File: config.mk
export PLATFORM = sky130hd
export DESIGN_NAME = processor_trace_buffer
export DESIGN_NICKNAME = d
export VERILOG_FILES = /design/src/rtl/processor_trace_buffer.sv
export SDC_FILE = /design/constraint.sdc
export NUM_CORES = 1
export LEC_CHECK = 0
export ABC_AREA = 0
export BUFFER_PORTS_ARGS = -buffer_cell sky130_fd_sc_hd__buf_4
export CORE_MARGIN = 4
export CORE_UTILIZATION = 60
export CTS_CLUSTER_SIZE = 25
export DETAILED_ROUTE_END_ITERATION = 10
export GPL_TIMING_DRIVEN = 0
export PLACE_DENSITY = 0.78
export SYNTH_ARGS = -nofsm -noshare
export SYNTH_HDL_FRONTEND = slang
export SYNTH_SLANG_ARGS = --single-unit
File: constraint.sdc
create_clock -name Clk -period 24.2 [get_ports Clk]
set_input_delay 7.26 -clock Clk [delete_from_list [all_inputs] [get_ports Clk]]
set_output_delay 7.26 -clock Clk [all_outputs]
set_load 0.01 [all_outputs]
File: src/rtl/processor_trace_buffer.sv
// -----------------------------------------------------------------------------
// processor_trace_buffer
//
// Capture buffer on the observation side of the processor. Once armed it waits
// for a trigger (immediate, or ALU result equal to a compare value). From the
// trigger edge onward it stores DEPTH consecutive {ALU_Out, MEM_Out} samples,
// one per clock. It then hands them out oldest first over a show-ahead
// valid/ready read port. When the last sample is read, the block returns to
// IDLE.
//
// Parameters
//   DEPTH       samples per capture window (power of two, 2..256)
//   ADDR_W      log2(DEPTH)
//
// Ports
//   Clk         clock, all state updates on the rising edge
//   Rst         asynchronous active-high reset
//   ALU_Out     processor ALU result, sampled directly
//   MEM_Out     processor memory read data, sampled directly
//   Arm         one-cycle capture request, honoured only in IDLE
//   Abort       synchronous return to IDLE, discards the buffer
//   Trig_En     1: trigger on ALU_Out == Trig_Value, 0: trigger at once
//   Trig_Value  trigger compare value (exact 32-bit match)
//   Rd_Ready    reader accepts Rd_Data this cycle
//   Rd_Valid    Rd_Data holds an unread sample (DONE only)
//   Rd_Data     {ALU sample, MEM sample} at the read pointer
//   State       00 IDLE, 01 ARMED, 10 CAPTURE, 11 DONE
//   Count       number of samples currently stored
//   Trig_Delay  ARMED edges before the trigger, saturating at 16'hFFFF
// -----------------------------------------------------------------------------
module processor_trace_buffer #(
    parameter int DEPTH  = 16,
    parameter int ADDR_W = 4
) (
    input  logic              Clk,
    input  logic              Rst,
    input  logic [31:0]       ALU_Out,
    input  logic [31:0]       MEM_Out,
    input  logic              Arm,
    input  logic              Abort,
    input  logic              Trig_En,
    input  logic [31:0]       Trig_Value,
    input  logic              Rd_Ready,
    output logic              Rd_Valid,
    output logic [63:0]       Rd_Data,
    output logic [1:0]        State,
    output logic [ADDR_W:0]   Count,
    output logic [15:0]       Trig_Delay
);

    localparam logic [1:0] ST_IDLE    = 2'b00;
    localparam logic [1:0] ST_ARMED   = 2'b01;
    localparam logic [1:0] ST_CAPTURE = 2'b10;
    localparam logic [1:0] ST_DONE    = 2'b11;

    localparam logic [ADDR_W-1:0] PTR_ZERO   = '0;
    localparam logic [ADDR_W-1:0] PTR_ONE    = ADDR_W'(1);
    localparam logic [ADDR_W:0]   CNT_ZERO   = '0;
    localparam logic [ADDR_W:0]   CNT_ONE    = (ADDR_W + 1)'(1);
    // Count value held while the final sample of the window is being written.
    localparam logic [ADDR_W:0]   CNT_LAST_W = (ADDR_W + 1)'(DEPTH - 1);
    localparam logic [15:0]       DELAY_MAX  = 16'hFFFF;

    // -------------------------------------------------------------------------
    // State registers
    // -------------------------------------------------------------------------
    logic [1:0]        state_q,      state_d;
    logic [ADDR_W-1:0] wp_q,         wp_d;
    logic [ADDR_W-1:0] rp_q,         rp_d;
    logic [ADDR_W:0]   count_q,      count_d;
    logic [15:0]       trig_delay_q, trig_delay_d;

    logic [63:0]       mem_q [DEPTH];
    logic              mem_we;
    logic [63:0]       wr_data;

    logic              trig_hit;
    logic              rd_fire;

    assign wr_data  = {ALU_Out, MEM_Out};
    assign trig_hit = !Trig_En || (ALU_Out == Trig_Value);
    assign rd_fire  = (state_q == ST_DONE) && (count_q != CNT_ZERO) && Rd_Ready;

    // -------------------------------------------------------------------------
    // Next-state logic
    // -------------------------------------------------------------------------
    always_comb begin
        // NOTE: every signal gets a default before the case so that no path
        // leaves it unassigned; otherwise synthesis infers a latch.
        state_d      = state_q;
        wp_d         = wp_q;
        rp_d         = rp_q;
        count_d      = count_q;
        trig_delay_d = trig_delay_q;
        mem_we       = 1'b0;

        if (Abort) begin
            // Abort beats everything, including a simultaneous Arm. The trigger
            // delay of the abandoned capture is left visible.
            state_d = ST_IDLE;
            wp_d    = PTR_ZERO;
            rp_d    = PTR_ZERO;
            count_d = CNT_ZERO;
        end else begin
            case (state_q)
                ST_IDLE: begin
                    wp_d    = PTR_ZERO;
                    rp_d    = PTR_ZERO;
                    count_d = CNT_ZERO;
                    if (Arm) begin
                        state_d      = ST_ARMED;
                        trig_delay_d = 16'd0;
                    end
                end

                ST_ARMED: begin
                    if (trig_hit) begin
                        // The trigger sample itself is the first stored sample.
                        mem_we  = 1'b1;
                        wp_d    = wp_q + PTR_ONE;
                        count_d = CNT_ONE;
                        state_d = ST_CAPTURE;
                    end else if (trig_delay_q != DELAY_MAX) begin
                        trig_delay_d = trig_delay_q + 16'd1;
                    end
                end

                ST_CAPTURE: begin
                    // One sample per edge with no stall; the reader is ignored.
                    mem_we  = 1'b1;
                    wp_d    = wp_q + PTR_ONE;
                    count_d = count_q + CNT_ONE;
                    if (count_q == CNT_LAST_W) begin
                        state_d = ST_DONE;
                    end
                end

                ST_DONE: begin
                    if (rd_fire) begin
                        rp_d    = rp_q + PTR_ONE;
                        count_d = count_q - CNT_ONE;
                        if (count_q == CNT_ONE) begin
                            // Last sample leaves on this edge; restart clean.
                            state_d = ST_IDLE;
                            wp_d    = PTR_ZERO;
                            rp_d    = PTR_ZERO;
                        end
                    end
                end

                default: begin
                    state_d = ST_IDLE;
                end
            endcase
        end
    end

    // -------------------------------------------------------------------------
    // Control registers
    // -------------------------------------------------------------------------
    always_ff @(posedge Clk or posedge Rst) begin
        if (Rst) begin
            state_q      <= ST_IDLE;
            wp_q         <= PTR_ZERO;
            rp_q         <= PTR_ZERO;
            count_q      <= CNT_ZERO;
            trig_delay_q <= 16'd0;
        end else begin
            // NOTE: non-blocking assignments here so every register samples the
            // pre-edge values computed above, independent of statement order.
            state_q      <= state_d;
            wp_q         <= wp_d;
            rp_q         <= rp_d;
            count_q      <= count_d;
            trig_delay_q <= trig_delay_d;
        end
    end

    // -------------------------------------------------------------------------
    // Sample storage
    // -------------------------------------------------------------------------
    // NOTE: the array has no reset. Count and the state gate every read, so
    // stale contents are never presented. Leaving it unreset also lets it map
    // onto plain RAM.
    always_ff @(posedge Clk) begin
        if (mem_we) begin
            mem_q[wp_q] <= wr_data;
        end
    end

    // -------------------------------------------------------------------------
    // Outputs
    // -------------------------------------------------------------------------
    assign Rd_Valid   = (state_q == ST_DONE) && (count_q != CNT_ZERO);
    assign Rd_Data    = mem_q[rp_q];
    assign State      = state_q;
    assign Count      = count_q;
    assign Trig_Delay = trig_delay_q;

endmodule
==> metrics.cfg <==
[outcome]
run_status=completed

[timing]
setup_tns_ps=0
fmax_ghz=0.0855
finClkSkew_ps=27.2
slew_violations=0
max_slew_margin=0.193
tightestPinTransition_ps=1210
hold_viol=0
setup_viol=0
rsz0062_at_grt=false
fin_crit_ps=11700
fin_crit_sh=0.483

[power_and_ir_drop]
power_mw=4.00
peakVddDrop_uv=66.6
p_per_area_mw_per_mm2=81.2
power_leakage_nw=16.0

[logic_synthesis]
ys.warnings.count=0
synth_cell_types=61
syn_area_per_cell_um2=18.7
synth_top_cell_by_area=edfxtp_1
synth_edf_count=1024
synthTopCellsByCount=1024 x edfxtp_1, 198 x mux2i_1, 140 x o21ai_0, 128 x mux4_2, 105 x nand2_1
syn_area_mm2=0.0418
synth.top_cell.area_share=0.736
synthFlopType=edfxtp_1
async_flop_share=0.0294
syn_nets=2351
seq_area_frac_synth=0.754
synth.most_common_cell=edfxtp_1
syn_inst=2234
ys_ff_latch=1055
synth_area_leaders=edfxtp_1 74%, mux4_2 6.9%, mux2i_1 4.7%

[critical_path]
crit_type=flip-flop to output port
endpoint_kind=output port
crit_arrival_ps=4440
cp-start-kind=flip-flop
required_ps=16940
cp_max_fo=10

[clocking]
postCtsResizedCells=0
clockRootBuffer=clkbuf_16
cts.path.max_buffers=3
path_clk_slew_ps=60
numClockSinks=1055
cts_buffers=102
hold_buffers=0
clk_latency_ps=660
post-cts-setup-buffer-count=0
cts_tree=built
htree_levels=3

[routing]
vias=24000
avgRoutedWirePerCell_um=28.5
vias_per_cell=6.52
dr.pass1.iters=6
drc_errors=0
antenna_left=0
drt_iter0_markers=2772
wirelength_um=105000

[final_layout]
area_delta_synth_final_pct=17.8
drive_gt1_frac=0.270
fin_nets=2773
stdcell_area_mm2=0.0492
postLayoutCoreUtil=0.715

[die]
core_area_mm2=0.0688
boundaryPins=190
dieWidth_um=272
start_util=0.607
rows=96
die_y_um=272
die_area_mm2=0.0740

[global_routing]
grt_pass1_vias=24400
grt_max_degree=32
met1_usage=0.367
antenna_found_initial=3
grt-busiest-layer=met2
gr-usage-all-layers=0.281
grt_overflow_total=0
grt_use_met2=0.486
grt_pass1_wl_um=154000
use_met3=0.0453

[placement]
io_buffers=189
dp_hpwl_um=70500
placed_area_mm2=0.0458
place_congestion=0.825

[run]
cap_violations=0

[min_path]
hold_path_class=flip-flop to flip-flop

[logic make-up (layout without fill, tap and decap cells)]
family	after synthesis	after routing	synth area share
buffers and inverters	138	649	0.0141
other	0	5	0
AND/OR/NAND/NOR	213	213	0.0257
adder cells (fa/ha/maj)	15	15	0.00449
XOR/XNOR	32	32	0.00671
flip-flops	1055	1055	0.754
AO/OA/AOI/OAI	386	386	0.0598
multiplexers	395	395	0.135
[final timing paths]
kind                                  end  slack [ps]  startpoint  depth (start not counted)
hold / removal                    wp_q[3]         570     wp_q[3]                          1
hold reg to reg                   wp_q[3]         570     wp_q[3]                          1
max in group asynchronous  Trig_Delay[13]       17220         Rst                          3
setup reg to reg             mem_q[0][33]       20370    State[0]                         10
setup / recovery               Rd_Data[6]       12500     rp_q[1]                          9
min in group asynchronous         rp_q[0]        6530         Rst                          2
[per-layer routing]
layer,part of all wire,wire length (µm)
met5,0,0
met4,0.034,3620
met3,0.090,9500
met2,0.52,54400
met1,0.36,37500
[worst max-delay path: stages (launching register included)]
cell      delay (ps)
dfrtp_1          390
clkbuf_1         210
nor2b_1          150
clkbuf_1         780
clkbuf_1         600
buf_1            680
a21oi_1          270
o21ai_0          290
nand2_1          190
buf_4            190
[stage by stage]
step	setup WS [ps]	cells	hold WS, ps
2_1_floorplan	8550	2234	516
3_3_place_gp	549	3354	536
3_5_place_dp	12870	3482	552
4_1_cts	12590	3675	565
5_1_grt	12450	3679	586
6_report	12500	3681	568
[layout make-up]
cell class	instances	area (µm²)
Tap cell	931	1160
Multi-Input combinational cell	1041	9780
Sequential cell	1055	31500
Buffer	123	533
Clock buffer	137	2760
Antenna cell	5	12.5
Clock inverter	56	663
Inverter	15	56.3
Fill cell	4014	19600
Timing Repair Buffer	318	2750
[sequential cells by signal (all words and copies together), names as in the netlist]
name / flops
mem_q: 1024
State: 2
Trig_Delay: 16
wp_q: 4
rp_q: 4
Count: 5
[power by group]
part	internal (mW)	total [mW]	switching, mW	leakage [nW]
logic	0.140	0.344	0.204	4.71
registers	2.03	2.04	0.0134	9.63
clock network	0.942	1.61	0.671	1.68
[placed cells by master, fill, tap and decap left out, drive strengths merged, types with 16 or more instances in the layout]
cell type,n
inv,16
buf,374
dfrtp,31
edfxtp,1024
a22oi,64
xor2,32
nand2,105
mux4,128
clkinv,40
a221oi,65
mux2i,198
nor2,19
mux2,69
clkbuf,204
a21oi,72
o21ai,145
(Power assumes the default switching activity.)
